## src/rtl/cell_particle_fetch.sv

```systemverilog
// rtl/cell_particle_fetch.sv - sequential cell-memory reader presenting particle positions as a valid/ready stream
module cell_particle_fetch #(
    parameter int DATA_WIDTH   = 96,
    parameter int PARTICLE_NUM = 220,
    parameter int ADDR_WIDTH   = 8,
    parameter int RD_LATENCY   = 1,
    parameter int BUF_DEPTH    = RD_LATENCY + 1
) (
    input  logic                  clk,
    input  logic                  rst_n,
    input  logic                  start,
    input  logic [ADDR_WIDTH:0]   particle_count,
    output logic [ADDR_WIDTH-1:0] mem_address,
    output logic                  mem_rden,
    output logic                  mem_wren,
    input  logic [DATA_WIDTH-1:0] mem_q,
    output logic                  out_valid,
    input  logic                  out_ready,
    output logic [DATA_WIDTH-1:0] out_data,
    output logic [ADDR_WIDTH-1:0] out_id,
    output logic                  out_last,
    output logic                  busy,
    output logic                  done
);
    localparam int CNT_W = ADDR_WIDTH + 1;
    localparam int PTR_W = (BUF_DEPTH > 1) ? $clog2(BUF_DEPTH) : 1;
    localparam int OCC_W = $clog2(BUF_DEPTH + RD_LATENCY + 1) + 1;
    localparam logic [CNT_W-1:0] MAX_CNT = CNT_W'(PARTICLE_NUM);

    typedef enum logic [1:0] {S_IDLE, S_FETCH, S_DRAIN, S_DONE} state_t;

    state_t                state, state_nxt;
    logic [CNT_W-1:0]      cnt_max;
    logic [ADDR_WIDTH-1:0] rd_ptr;
    logic [ADDR_WIDTH-1:0] addr_q;

    logic                  sr_valid [RD_LATENCY];
    logic [ADDR_WIDTH-1:0] sr_addr  [RD_LATENCY];
    logic                  sr_last  [RD_LATENCY];

    logic [DATA_WIDTH-1:0] fifo_data [BUF_DEPTH];
    logic [ADDR_WIDTH-1:0] fifo_id   [BUF_DEPTH];
    logic                  fifo_last [BUF_DEPTH];
    logic [PTR_W-1:0]      fifo_wr, fifo_rd;
    logic [OCC_W-1:0]      fifo_cnt;

    logic                  exit_valid, exit_last;
    logic [ADDR_WIDTH-1:0] exit_addr;
    logic                  fifo_empty, pop, store, unload;
    logic                  issue, last_issue, credit;
    logic [OCC_W-1:0]      inflight, occ_after;
    logic [DATA_WIDTH-1:0] head_data;
    logic [ADDR_WIDTH-1:0] head_id;
    logic                  head_last;

    function automatic logic [PTR_W-1:0] ptr_inc(input logic [PTR_W-1:0] p);
        return (p == PTR_W'(BUF_DEPTH - 1)) ? '0 : p + 1'b1;
    endfunction

    assign exit_valid = sr_valid[RD_LATENCY-1];
    assign exit_addr  = sr_addr[RD_LATENCY-1];
    assign exit_last  = sr_last[RD_LATENCY-1];
    assign fifo_empty = (fifo_cnt == '0);

    // The word leaving the read pipeline falls straight through when the buffer is empty
    assign head_data = fifo_empty ? mem_q     : fifo_data[fifo_rd];
    assign head_id   = fifo_empty ? exit_addr : fifo_id[fifo_rd];
    assign head_last = fifo_empty ? exit_last : fifo_last[fifo_rd];

    assign out_valid = !fifo_empty || exit_valid;
    assign out_data  = out_valid ? head_data : '0;
    assign out_id    = out_valid ? head_id   : '0;
    assign out_last  = out_valid ? head_last : 1'b0;
    assign pop       = out_valid && out_ready;
    assign store     = exit_valid && !(fifo_empty && pop);
    assign unload    = pop && !fifo_empty;

    always_comb begin
        inflight = '0;
        for (int i = 0; i < RD_LATENCY; i++) begin
            inflight = inflight + OCC_W'(sr_valid[i]);
        end
    end

    // Reads already committed (buffered or in flight) must never exceed buffer space
    assign occ_after  = fifo_cnt + inflight - OCC_W'(pop);
    assign credit     = (occ_after < OCC_W'(BUF_DEPTH));
    assign issue      = (state == S_FETCH) && credit;
    assign last_issue = issue && ({1'b0, rd_ptr} == cnt_max - 1'b1);

    always_ff @(posedge clk or negedge rst_n) begin
        if (!rst_n) begin
            state <= S_IDLE;
        end else begin
            state <= state_nxt;
        end
    end

    always_comb begin
        state_nxt = state;
        case (state)
            S_IDLE:  if (start) state_nxt = (particle_count == '0) ? S_DONE : S_FETCH;
            S_FETCH: if (last_issue) state_nxt = S_DRAIN;
            S_DRAIN: if (pop && out_last) state_nxt = S_DONE;
            S_DONE:  state_nxt = S_IDLE;
            default: state_nxt = S_IDLE;
        endcase
    end

    always_comb begin
        mem_rden    = issue;
        mem_address = issue ? rd_ptr : addr_q;
        mem_wren    = 1'b0;
        busy        = (state == S_FETCH) || (state == S_DRAIN);
        done        = (state == S_DONE);
    end

    always_ff @(posedge clk or negedge rst_n) begin
        if (!rst_n) begin
            cnt_max <= '0;
            rd_ptr  <= '0;
            addr_q  <= '0;
            for (int i = 0; i < RD_LATENCY; i++) begin
                sr_valid[i] <= 1'b0;
                sr_addr[i]  <= '0;
                sr_last[i]  <= 1'b0;
            end
        end else begin
            if (state == S_IDLE && start && particle_count != '0) begin
                cnt_max <= (particle_count > MAX_CNT) ? MAX_CNT : particle_count;
                rd_ptr  <= '0;
            end else if (issue) begin
                rd_ptr <= rd_ptr + 1'b1;
                addr_q <= rd_ptr;
            end
            sr_valid[0] <= issue;
            sr_addr[0]  <= rd_ptr;
            sr_last[0]  <= last_issue;
            for (int i = 1; i < RD_LATENCY; i++) begin
                sr_valid[i] <= sr_valid[i-1];
                sr_addr[i]  <= sr_addr[i-1];
                sr_last[i]  <= sr_last[i-1];
            end
        end
    end

    always_ff @(posedge clk or negedge rst_n) begin
        if (!rst_n) begin
            fifo_wr  <= '0;
            fifo_rd  <= '0;
            fifo_cnt <= '0;
            for (int i = 0; i < BUF_DEPTH; i++) begin
                fifo_data[i] <= '0;
                fifo_id[i]   <= '0;
                fifo_last[i] <= 1'b0;
            end
        end else begin
            if (store) begin
                fifo_data[fifo_wr] <= mem_q;
                fifo_id[fifo_wr]   <= exit_addr;
                fifo_last[fifo_wr] <= exit_last;
                fifo_wr            <= ptr_inc(fifo_wr);
            end
            if (unload) begin
                fifo_rd <= ptr_inc(fifo_rd);
            end
            fifo_cnt <= fifo_cnt + OCC_W'(store) - OCC_W'(unload);
        end
    end

endmodule

```

## config.mk

```make
export PLATFORM = sky130hd
export DESIGN_NAME = cell_particle_fetch
export DESIGN_NICKNAME = d
export VERILOG_FILES = /design/src/rtl/cell_particle_fetch.sv
export SDC_FILE = /design/constraint.sdc
export NUM_CORES = 1
export LEC_CHECK = 0
export ABC_AREA = 1
export BUFFER_PORTS_ARGS = -buffer_cell sky130_fd_sc_hd__buf_2
export CORE_UTILIZATION = 55
export CTS_CLUSTER_SIZE = 30
export DETAILED_ROUTE_END_ITERATION = 12
export GPL_TIMING_DRIVEN = 0
export PLACE_DENSITY = 0.78
export SYNTH_ARGS = -nofsm -noshare
export SYNTH_HDL_FRONTEND = slang
export SYNTH_SLANG_ARGS = --single-unit
```

## constraint.sdc

```tcl
create_clock -name clk -period 3.2 [get_ports clk]
set_input_delay 0.48 -clock clk [delete_from_list [all_inputs] [get_ports clk]]
set_output_delay 0.48 -clock clk [all_outputs]
set_load 0.02 [all_outputs]
```

# --- After elaboration in Yosys (flattened, before gate mapping) ---
# Index checks and enable logic that the tools add are counted.
op_classes:
  magnitude_cmp: 5
  div: 0
  n_mux: 35
  addsub: 8
  n_mul: 0
  n_shift: 0
  n_reduce_logical: 20
  n_bitwise: 2
  n_eq_ne: 7
op_table:
  columns: ["operator", "count"]
  rows:
  - ["two-way mux 96 bit", 6]
  - ["bitwise mux 192 bit", 1]
  - ["demux 96 bit (select 1 bit)", 1]
  - ["two-way mux 8 bit", 9]
  - ["bitwise mux 16 bit", 1]
  - ["logical AND 1 bit", 10]
  - ["equality test 8 x 9 -> 1 bit", 1]
  - ["greater-than comparator 9 x 8 -> 1 bit, second input constant", 1]
  - ["logical NOT 9 bit", 1]
  - ["two-way mux 9 bit", 1]
  - ["nonzero test 9 bit", 1]
  - ["subtractor 9 x 1 -> 9 bit, second input constant", 1]
  - ["adder 8 x 1 -> 8 bit, second input constant", 1]
  - ["demux 8 bit (select 1 bit)", 1]
  - ["two-way mux 1 bit", 8]
  - ["two-way mux 2 bit", 4]
  - ["one-hot mux 2 bit (4 select lines)", 1]
  - ["adder 3 x 1 -> 3 bit", 2]
  - ["!= test 2 bit, second input constant", 3]
  - ["subtractor 3 x 1 -> 3 bit", 2]
  - ["equality test 2 bit, second input constant", 2]
  - [">= comparator 2 bit, second input constant", 2]
  - ["NOT 1 -> 2 bit", 2]
  - ["logical NOT 3 bit", 1]
  - ["other kinds (11)", 14]
word_totals:
  n_memories: 0
  latchBits: 0
  romBits: 0
  ram_bits: 0
  input_bits: 109
  elab_cells: 93
  regBits: 252
  output_inout_bits: 118

# --- Depth between registers and ports, before layout ---
# Gate-level depths: netlist of run 1.
logic_depth:
  ltp_word: 10
  ltp_mapped: 19
  depth_no_buf: 18

# --- Worst setup path before layout of run 1 ---
# No wires, ideal clock.
synth_path:
  kind: "flip-flop to output port"
  startpoint: "register fifo_cnt[1]"
  endpoint: "output mem_address[6]"
  setup_slack_ps: -150
  arrival_time_ps: 2870
  path_stages_with_launch: 15
  required_time_ps: 2720
  path_buffers: 1
  cell_sequence: "dfrtp_1 -> nor2_2 -> nand2_4 -> inv_2 -> nand2_1 -> nand2_1 -> inv_1 -> ha_1 -> or2_2 -> fa_1 -> nand2_1 -> inv_1 -> nand2_1 -> buf_2 -> o21ai_0"
synth_via:
  elab_chain_cells: 8
  word_cells_on_any_way: 9
  classes_between: "2 x add/sub; 1 x order compare; 1 x mux; 5 x reduce/logical"
synth_lines:
  columns: ["item", "line", "text"]
  rows:
  - ["start: declaration", "45", "logic [OCC_W-1:0] fifo_cnt;"]
  - ["start signal: assignment", "167", "fifo_cnt <= fifo_cnt + OCC_W'(store) - OCC_W'(unload);"]
  - ["logical NOT 3 bit", "63", "assign fifo_empty = (fifo_cnt == '0);"]
  - ["logical NOT 1 bit", "70", "assign out_valid = !fifo_empty || exit_valid;"]
  - ["logical OR 1 bit", "70", null]
  - ["via out_valid", "17", "output logic out_valid,"]
  - ["logical AND 1 bit", "74", "assign pop = out_valid && out_ready;"]
  - ["subtractor 3 x 1 -> 3 bit", "86", "assign occ_after = fifo_cnt + inflight - OCC_W'(pop);"]
  - ["less-than comparator 3 x 2 -> 1 bit", "87", "assign credit = (occ_after < OCC_W'(BUF_DEPTH));"]
  - ["logical AND 1 bit", "88", "assign issue = (state == S_FETCH) && credit;"]
  - ["two-way mux 8 bit", null, null]
  - ["end: declaration", "13", "output logic [ADDR_WIDTH-1:0] mem_address,"]
# The timed path passes the listed nets, and every way through them passes these cells.

# --- Final worst setup path of run 1 ---
layout_path:
  startpoint: "register fifo_cnt[2]"
  endpoint: "output mem_address[0]"
layout_via:
  elab_chain_cells: 8
  word_cells_on_any_way: 9
  classes_between: "2 x add/sub; 1 x order compare; 1 x mux; 5 x reduce/logical"
layout_lines:
  columns: ["item", "line"]
  rows:
  - ["branches (longest 4 deep; another with adder 3 x 1 -> 3 bit)", null]
  - ["subtractor 3 x 1 -> 3 bit *", "86"]
  - ["less-than comparator 3 x 2 -> 1 bit *", "87"]
  - ["logical AND 1 bit *", "88"]
  - ["two-way mux 8 bit *", null]
# Mark *: on every way between the ends.

==> flow_summary.toml, run 1 <==
[run_status]
status = "complete, but fails checks"
violations = "negative setup slack"

[global_routing]
grt_start_max_net_pins = 127
grt_pass1_wl_um = 57600
antenna_found_initial = 4
grt_overflow_total = 0
grt_pass1_vias = 11700
grt.total_usage_pct = 30.1

[pwr]
ir_drop_mv = 0.519
total_power_mw = 16.9
p_leak_nw = 7.95
power.density_mw_per_mm2 = 1090

[logic_synthesis]
synth_edf_count = 0
synth_flop_cell = "dfrtp_1"
synth_area_per_cell_um2 = 8.10
syn_nets = 1693
synthCells = 1572
seq_area_frac_synth_pct = 49.5
netlist_area_mm2 = 0.0127
synthArstFlopShare_pct = 100
synth_seq_cells = 252
yosysWarnings = 0
synthDistinctLibCells = 36

[setup_path]
cp.required_ns = 2.72
endpoint_kind = "primary output"
critPathArrivalTime_ns = 3.02
cpMostUsedCell = "nand2_4"
cp_max_fo = 5
slowest_stage = "fa_2"
critPathLaunchType = "flip-flop"
path_cells = "nor2_4 -> nand2_4 -> inv_4 -> nand2_4 -> nand2_4 -> inv_4 -> ha_4 -> or2_4 -> fa_2 -> nand2_2 -> inv_2 -> nand2_4 -> buf_8 -> nor2_4 -> o21bai_4 -> buf_6"
cpPeakStageDelay_ns = 0.54
worstSetupPathType = "reg2out"

[timing]
rsz0062_at_grt = "true"
finalSetupViolCount = 9
fin_crit_sh_pct = 109
timing.final.hold_violations = 0
relSlewSlack_pct = 58.1
worstMarginPinSlew_ns = 0.629
min_period_ns = 3.50
fin_ws_ns = -0.299
slew_violations = 0
fin_hold_ws_ns = 0.220
skew_ns = 0.0103
fmax_mhz = 286

[place]
place_ws_ns = -0.0863
gp_congestion = 0.880
place_hpwl_um = 23700
io_buffers = 225

[detailed_routing]
drc = 0
viasPerCell = 5.54
ant_nets = 0
initialDrtViolationCount = 974
drtPass1Iterations = 5
drt-total-wl_um = 35800
wl_per_cell_um = 16.7
vias = 11900

[finish]
num-fill-cells = 1882
area_growth_pct = 21.6
multi_input_area_mm2 = 0.00536
register_area_mm2 = 0.00631
nNetsFinal = 1965
fin_util_pct = 68.2
layout-drive-gt1-share_pct = 24.6

[clocking]
clock-sinks = 252
root_buffer = "clkbuf_16"
cts_buffers = 28
clk_latency_ns = 0.53
ctsHtreeMaxLevel = 1
clockBufferDepth = 3
cts_tree = "done"
path_clk_slew_ns = 0.06

[floorplan]
boundaryPins = 227
die_y_um = 154
start_util_pct = 56.1
die_x_um = 154
core_mm2 = 0.0227
dieArea_mm2 = 0.0238
rows = 55

[job]
drv_cap = 0

[worst_hold_path]
min-delay-path-class = "in2reg"
-- placed cells by master (no fill, tap or decap), types with 24 or more instances in the layout --
master       n
a21oi_1    112
a31oi_1    104
buf_2      237
buf_6       29
clkbuf_1    55
clkbuf_16   29
dfrtp_1    251
inv_1      146
nand2_1    507
nor2_1      24
o21ai_0    122
o21ai_2     89
-- where the power goes --
group | leakage (nW) | internal, mW | total, mW | switching (mW)
logic | 4.30 | 3.01 | 8.66 | 5.65
clock network | 0.423 | 1.77 | 3.01 | 1.23
registers | 3.22 | 4.47 | 5.20 | 0.724
-- metal layers --
| layer | track usage, % | wire length (um) |
|---|---|---|
| met1 | 40.3 | 15400 |
| met2 | 50.0 | 17000 |
| met3 | 4.40 | 2270 |
| met4 | 11.0 | 1160 |
| met5 | 0 | 13 |
-- cell type report --
type,count,share of cell area (%)
buffer,112,4.25
inverter,152,3.81
antenna,5,0.0807
sequential,252,40.7
clock buffer,41,5.36
clock inverter,5,0.178
timing repair buffer,242,8.72
multi-input combinational,1056,34.6
tap,285,2.30
-- Yosys cell counts, types with 2 or more instances --
master / number / share of area, %
a21oi_1: 112 / 4.4
a31oi_1: 104 / 5.1
buf_1: 3 / 0.088
buf_2: 25 / 0.98
buf_4: 3 / 0.18
buf_6: 22 / 1.9
clkbuf_1: 58 / 1.7
dfrtp_1: 252 / 49
fa_1: 2 / 0.31
ha_1: 10 / 0.98
inv_1: 149 / 4.4
inv_2: 2 / 0.059
nand2_1: 514 / 15
nand2_2: 2 / 0.098
nand3_1: 22 / 0.86
nand3b_1: 2 / 0.12
nand4_1: 2 / 0.098
nor2_1: 25 / 0.74
nor2_2: 2 / 0.098
nor3_1: 5 / 0.20
o21ai_0: 129 / 5.1
o21ai_1: 19 / 0.75
o21ai_2: 86 / 5.9
o22ai_1: 3 / 0.15
xnor2_1: 4 / 0.27
xor2_1: 5 / 0.34
-- final timing paths --
check,startpoint,to,slack (ns),cells past startpoint
worst max-delay path,fifo_cnt[2]$_DFF_PN0_,mem_address[0],-0.30,16
worst min-delay path,particle_count[1],cnt_max[1]$_DFFE_PN0P_,0.22,3
worst max register to register,fifo_cnt[2]$_DFF_PN0_,state[1]$_DFFE_PN0P_,0.25,20
worst min register to register,rd_ptr[3]$_DFFE_PN0P_,exit_addr[3]$_DFF_PN0_,0.38,0
max in group asynchronous,rst_n,fifo_cnt[1]$_DFF_PN0_,1.51,4
min in group asynchronous,rst_n,fifo_data[49]$_DFFE_PN0P_,0.32,2
-- registers in the layout, summed over array words and instances, names as in the netlist, 2 cells and up --
name       count
state          2
exit_addr      8
fifo_cnt       3
fifo_id       16
fifo_data    192
cnt_max        9
fifo_last      2
addr_q         8
rd_ptr         8
-- per-stage QoR --
stage | std cells | TNS, ns | cell area, um2
5_1_grt | 2147 | -3.27 | 15500
3_3_place_gp | 2082 | -711.33 | 14200
3_5_place_dp | 2084 | -0.493 | 14300
4_1_cts | 2141 | -2.84 | 15400
2_1_floorplan | 1572 | -0.842 | 12700
6_report | 2150 | -2.17 | 15500
-- worst max-delay path, delay by kind of cell, from the launching register on --
kind | cells | cell delay (ns)
and+or+nand+nor | 8 | 0.78
adders and majority gates | 2 | 0.73
buffers and inverters | 5 | 0.45
DFF | 1 | 0.41
AOI/OAI and AO/OA | 1 | 0.13
-- what timing repair did --
action                                  in CTS  in global routing
resized for setup                           55                 29
gates cloned                                 2                  0
pin swaps                                    9                  7
endpoints found under the hold margin        4                  0
buffers inserted                             8                  4
hold buffers                                 1                  0
endpoints found under the setup margin       9                 33
-- kinds of logic (layout without fill, tap and decap cells) --
family	count (synthesis)	in the layout	synth area share, %
AO/OA/AOI/OAI	455	455	21.5
XOR/XNOR	9	9	0.619
adder cells (fa/ha/maj)	12	12	1.30
buffers and inverters	264	552	9.42
flip-flops	252	252	49.5
other	1	6	0.0294
AND/OR/NAND/NOR	579	579	17.6
No activity file was read; power rests on OpenSTA's default activity.
==> run 2: changes to the inputs <==
Settings changed: CELL_PAD_IN_SITES_DETAIL_PLACEMENT set to 0, CELL_PAD_IN_SITES_GLOBAL_PLACEMENT set to 2, CORE_UTILIZATION 55 to 33, PLACE_DENSITY 0.78 to 0.79.
==> flow_summary.toml, run 2 (same netlist as run 1, synthesis figures left out) <==
[detailed_routing]
wl_per_cell_um = 17.3
drtPass1Iterations = 6
drc = 0
drt-total-wl_um = 41600
initialDrtViolationCount = 558
viasPerCell = 4.84
vias = 11700
ant_nets = 0

[finish]
layout-drive-gt1-share_pct = 26.3
layout_top_registers = "fifo_data x192, fifo_id x16, cnt_max x9"
area_growth_pct = 26.9
nNetsFinal = 1995
largest_reg_flops = 192
mostFrequentLayoutCells = "nand2_1 (509), dfrtp_1 (251), buf_2 (235), inv_1 (144), o21ai_0 (122)"
final_area_mm2 = 0.0162
final_common_cell = "nand2_1"
regMostFlops = "fifo_data"

[global_routing]
groute.layer.met2.usage_pct = 35.3
grt_start_max_net_pins = 103
use_met3_pct = 3.14
grt_pass1_wl_um = 65300
grt_pass1_vias = 11700
use_met1_pct = 29.1
busiest_layer = "met2"
antenna_found_initial = 4
grt_overflow_total = 0
grt.total_usage_pct = 21.3

[pwr]
power.density_mw_per_mm2 = 1090
total_power_mw = 17.7
ir_drop_mv = 0.474
p_leak_nw = 8.18

[setup_path]
cpPeakStageDelay_ns = 0.41
critPathLaunchType = "flip-flop"
slowest_stage = "fa_1"
cp.required_ns = 2.72
worstSetupPathType = "reg2out"
critPathArrivalTime_ns = 3.12
critPathTopFamily = "simple AND/OR/NAND/NOR gates"
path_cells = "nor2_4 -> nand2_4 -> inv_2 -> nand2_2 -> nand2_2 -> inv_2 -> ha_4 -> or2_4 -> fa_1 -> xnor2_1 -> nand2_4 -> buf_8 -> inv_4 -> o21bai_4 -> buf_6"
cp_max_fo = 9
crit_buf_inv = 5
endpoint_kind = "primary output"

[run_status]
violations = "negative setup slack"
status = "complete, but fails checks"

[place]
gp_congestion = 0.832
place_area_mm2 = 0.0146
io_buffers = 225
place_hpwl_um = 28000

[clocking]
cts_tree = "done"
clock-sinks = 252
cts_buffers = 30
root_buffer = "clkbuf_16"
clockBufferDepth = 3
ctsHtreeMaxLevel = 1
path_clk_slew_ns = 0.06
clk_latency_ns = 0.56

[timing]
relSlewSlack_pct = 57.7
fin_hold_ws_ns = 0.179
skew_ns = 0.0174
rsz0062_at_grt = "true"
fin_setup_tns_ns = -3.75
fmax_mhz = 278
min_period_ns = 3.60
slew_violations = 0
fin_crit_sh_pct = 113
finalSetupViolCount = 10
worstMarginPinSlew_ns = 0.635
timing.final.hold_violations = 0
fin_ws_ns = -0.400

[floorplan]
die_x_um = 198
die_y_um = 198
dieArea_mm2 = 0.0394
rows = 71
boundaryPins = 227
core_mm2 = 0.0378
start_util_pct = 33.7

[job]
drv_cap = 0

[worst_hold_path]
min-delay-path-class = "in2reg"
==> run 2: timing repair <==
action                                 CTS  global route
pin swaps                                6             9
gates cloned                             1             0
endpoints found under the hold margin   75             0
resized for setup                       53            32
hold buffers                             1             0
buffers inserted                        40             6
setup endpoints to repair              102            32
==> run 2: path summary, 6_finish.rpt <==
check	startpoint	end	slack, ns	cells after the start
min reg2reg	rd_ptr[3]$_DFFE_PN0P_	exit_addr[3]$_DFF_PN0_	0.38	0
min	particle_count[1]	cnt_max[1]$_DFFE_PN0P_	0.18	3
min in group asynchronous	rst_n	addr_q[3]$_DFFE_PN0N_	0.47	2
max reg2reg	fifo_cnt[0]$_DFF_PN0_	fifo_cnt[1]$_DFF_PN0_	0.11	21
max	fifo_cnt[2]$_DFF_PN0_	mem_address[0]	-0.40	15
max in group asynchronous	rst_n	fifo_data[146]$_DFFE_PN0P_	1.45	4
==> run 2: final cells by class <==
type	count	area [um2]
fillers	4000	21700
flip-flops and latches	252	6310
multi-input cells	1056	5360
repair buffers	271	1580
clock buffers	46	922
plain buffers	111	662
well taps	511	639
inverters	152	578
clock inverters	9	124
diodes	1	2.50
==> run 2: per-stage QoR <==
| step | utilization, % | setup slack [ns] | instances |
|---|---|---|---|
| CTS | 42.5 | -0.403 | 2406 |
| finish | 42.7 | -0.400 | 2409 |
| floorplan | - | -0.140 | 1572 |
| global route | 42.7 | -0.554 | 2409 |
| detailed placement | 38.5 | -0.149 | 2310 |
| global placement | 38.3 | -3.25 | 2308 |
==> run 2: worst register-to-register path, cell delays in order, from the launching register on <==
cell and delay, ns:
dfrtp_1 0.40, inv_2 0.08, nand2_4 0.07, inv_2 0.04
nand2_2 0.07, nand2_2 0.06, buf_4 0.13, buf_6 0.10
buf_4 0.12, buf_4 0.12, buf_4 0.12, buf_4 0.12
buf_4 0.12, buf_4 0.12, buf_4 0.12, buf_4 0.12
buf_6 0.11, nor2_4 0.15, ha_4 0.23, inv_4 0.05
ha_4 0.12, fa_2 0.42
==> run 2: routing by layer <==
layer  part of all wire (%)  wire [um]
met5                  0.079         33
met2                     47      19700
met4                    2.1        884
met3                    4.7       1960
met1                     46      19000
==> run 2: power by group <==
group / internal (mW) / switching (mW) / total, mW
clock: 2.21 / 1.36 / 3.57
sequential: 4.47 / 0.692 / 5.16
combinational: 3.14 / 5.79 / 8.92
==> run 3: changes to the inputs <==
Settings changed: ABC_AREA 1 to not set, CORE_UTILIZATION 33 to 37, CTS_CLUSTER_DIAMETER set to 30.
==> flow_summary.toml, run 3 <==
[detailed_routing]
vias = 9174
initialDrtViolationCount = 308
ant_nets = 0
drc = 0
drtPass1Iterations = 7
viasPerCell = 5.03
wl_per_cell_um = 17.8
drt-total-wl_um = 32500

[floorplan]
start_util_pct = 37.5
core_mm2 = 0.0325
die_y_um = 184
boundaryPins = 227
rows = 66
die_x_um = 184
dieArea_mm2 = 0.0337

[finish]
area_growth_pct = 36.3
layout-drive-gt1-share_pct = 44.6
nNetsFinal = 1454
layout_top_registers = "fifo_data x192, fifo_id x16, cnt_max x9"
fin_cells = 1825
num-fill-cells = 3016
regMostFlops = "fifo_data"
largest_reg_flops = 192
final_common_cell = "dfrtp_1"
mostFrequentLayoutCells = "dfrtp_1 (250), buf_2 (231), mux2_2 (210), mux2i_1 (109), o21ai_0 (109)"

[logic_synthesis]
synthDistinctLibCells = 41
ys_top_cells_by_area = "dfrtp_1 (52%), mux2_2 (20%), mux2i_1 (8.9%)"
synth_edf_count = 0
synth_seq_cells = 252
ys_top_cells_by_count = "dfrtp_1 (252), mux2_2 (218), mux2i_1 (109), o21ai_0 (109), nand3_1 (107)"
seq_area_frac_synth_pct = 51.6
synth_top_area_cell = "dfrtp_1"
synth_area_per_cell_um2 = 12.0
synth_flop_cell = "dfrtp_1"
synth_top_area_share_pct = 51.6
yosysMostFrequentCell = "dfrtp_1"
netlist_area_mm2 = 0.0122
synthCells = 1021
synthArstFlopShare_pct = 100
yosysWarnings = 0
syn_nets = 1142

[timing]
fin_ws_ns = -0.669
min_period_ns = 3.87
rsz0062_at_grt = "true"
worstMarginPinSlew_ns = 0.806
finalSetupViolCount = 14
timing.final.hold_violations = 0
fin_crit_sh_pct = 121
slew_violations = 0
relSlewSlack_pct = 46.3
fin_hold_ws_ns = 0.203
skew_ns = 0.0118
fin_setup_tns_ns = -6.32
fmax_mhz = 258

[place]
post-place-cells = 1690
gp_congestion = 0.776
place_ws_ns = -0.522
io_buffers = 225
place_hpwl_um = 21600

[global_routing]
grt.total_usage_pct = 19.6
grt_pass1_vias = 9414
grt_pass1_wl_um = 51300
grt_overflow_total = 0
grt_start_max_net_pins = 115
antenna_found_initial = 1

[pwr]
power.density_mw_per_mm2 = 1200
p_comb_share_pct = 39.7
p_leak_nw = 7.77
intPower_mw = 12.9
ir_drop_mv = 0.924
pwr-share-clk_pct = 33.4
p_switching_mw = 7.01
pwr-share-seq_pct = 26.9
power.share.switching_pct = 35.3

[worst_hold_path]
hold_depth = 2
min-delay-path-class = "in2reg"

[setup_path]
critPathArrivalTime_ns = 3.39
worstSetupPathType = "reg2out"
reg2reg_depth = 17
slowest_stage = "dfrtp_1"
cpMostUsedCell = "clkbuf_16"
cpPeakStageDelay_ns = 0.40
critPathLaunchType = "flip-flop"
cp_max_fo = 8
path_cells = "nor3_4 -> clkbuf_16 -> clkbuf_16 -> nand2_8 -> and2_4 -> ha_4 -> nand2b_4 -> fa_2 -> xnor3_1 -> and3_4 -> buf_12 -> mux2_4 -> buf_6"
cp.required_ns = 2.72
endpoint_kind = "primary output"

[clocking]
path_clk_slew_ns = 0.04
root_buffer = "clkbuf_16"
clockBufferDepth = 3
clock-sinks = 252
ctsHtreeMaxLevel = 3
cts_tree = "done"
cts_buffers = 69
clk_latency_ns = 0.53

[job]
drv_cap = 0

[run_status]
violations = "negative setup slack"
status = "complete, but fails checks"
## run 3: changes by cell type after synthesis, sizes merged, moves of 108 or more
cell   change
mux2     +219
o21ai    -124
a21oi    -108
nand2    -500
inv      -139
mux2i    +109
## run 3: power groups by stage
stage	registers [mW]	clock network, mW	logic (mW)
floorplan	5.18	0	5.40
global placement	5.32	0	7.59
detailed placement	5.38	0	7.66
CTS	5.36	6.80	7.94
global route	5.54	6.99	8.56
finish	5.36	6.64	7.89
## run 3: worst paths after layout
path,slack (ns),startpoint,to
min in group asynchronous,0.42,rst_n,fifo_data[66]$_DFFE_PN0P_
hold / removal,0.20,mem_q[36],fifo_data[36]$_DFFE_PN0P_
max in group asynchronous,1.87,rst_n,fifo_cnt[0]$_DFF_PN0_
setup reg to reg,-0.28,fifo_cnt[2]$_DFF_PN0_,state[1]$_DFFE_PN0P_
setup / recovery,-0.67,fifo_cnt[2]$_DFF_PN0_,mem_address[5]
hold reg to reg,0.37,rd_ptr[2]$_DFFE_PN0P_,exit_addr[2]$_DFF_PN0_
## run 3: logic make-up after synthesis
logic type	after synthesis	synth area share (%)
buf+inv	91	3.01
fa+ha+maj	12	1.35
other cells	1	0.0307
mux	328	29.2
compound gates	125	5.51
flops	252	51.6
xor+xnor	22	1.69
simple gates	190	7.59
## run 3: critical path, delay by kind of cell (launching register included)
kind	cells	cell delay [ns]
XOR/XNOR	1	0.21
adder cells (fa/ha/maj)	2	0.52
multiplexers	1	0.32
AND/OR/NAND/NOR	5	0.82
buffers and inverters	4	0.58
flip-flops	1	0.40
## run 3: through the flow
| stage | cell area [um2] | util (%) | total power [mW] |
|---|---|---|---|
| after floorplan | 12300 | - | 10.6 |
| after global placement | 14000 | 43.1 | 12.9 |
| after detailed placement | 14100 | 43.3 | 13.0 |
| after CTS | 16600 | 51.0 | 20.1 |
| after global routing | 16600 | 51.2 | 21.1 |
| final | 16600 | 51.2 | 19.9 |
## run 3: area by class of cell
class,instances,area [um2],share of cell area (%)
Sequential cell,252,6310,37.9
Clock inverter,21,287,1.72
Clock buffer,99,2000,12.0
Inverter,12,45.0,0.271
Antenna cell,1,2.50,0.0150
Timing Repair Buffer,246,1400,8.43
Buffer,74,403,2.42
Multi-Input combinational cell,678,5640,33.9
Tap cell,442,553,3.32
## run 3: metal layers
layer  wire length, um  up-vias  track usage, %  share of wire (%)
li1                  -     4323               -                  -
met1             14900     4568            25.9                 46
met2             15200      231            31.4                 47
met3              1620       52            4.16                5.0
met4               765        0            7.43                2.4
met5                 0        -               0                  0
## run 3: timing repair
action,in CTS,in global routing
pin swaps,2,1
buffers inserted,14,4
endpoints found under the hold margin,34,0
gates resized for setup,45,13
setup endpoints to repair,123,73
hold buffers,1,0
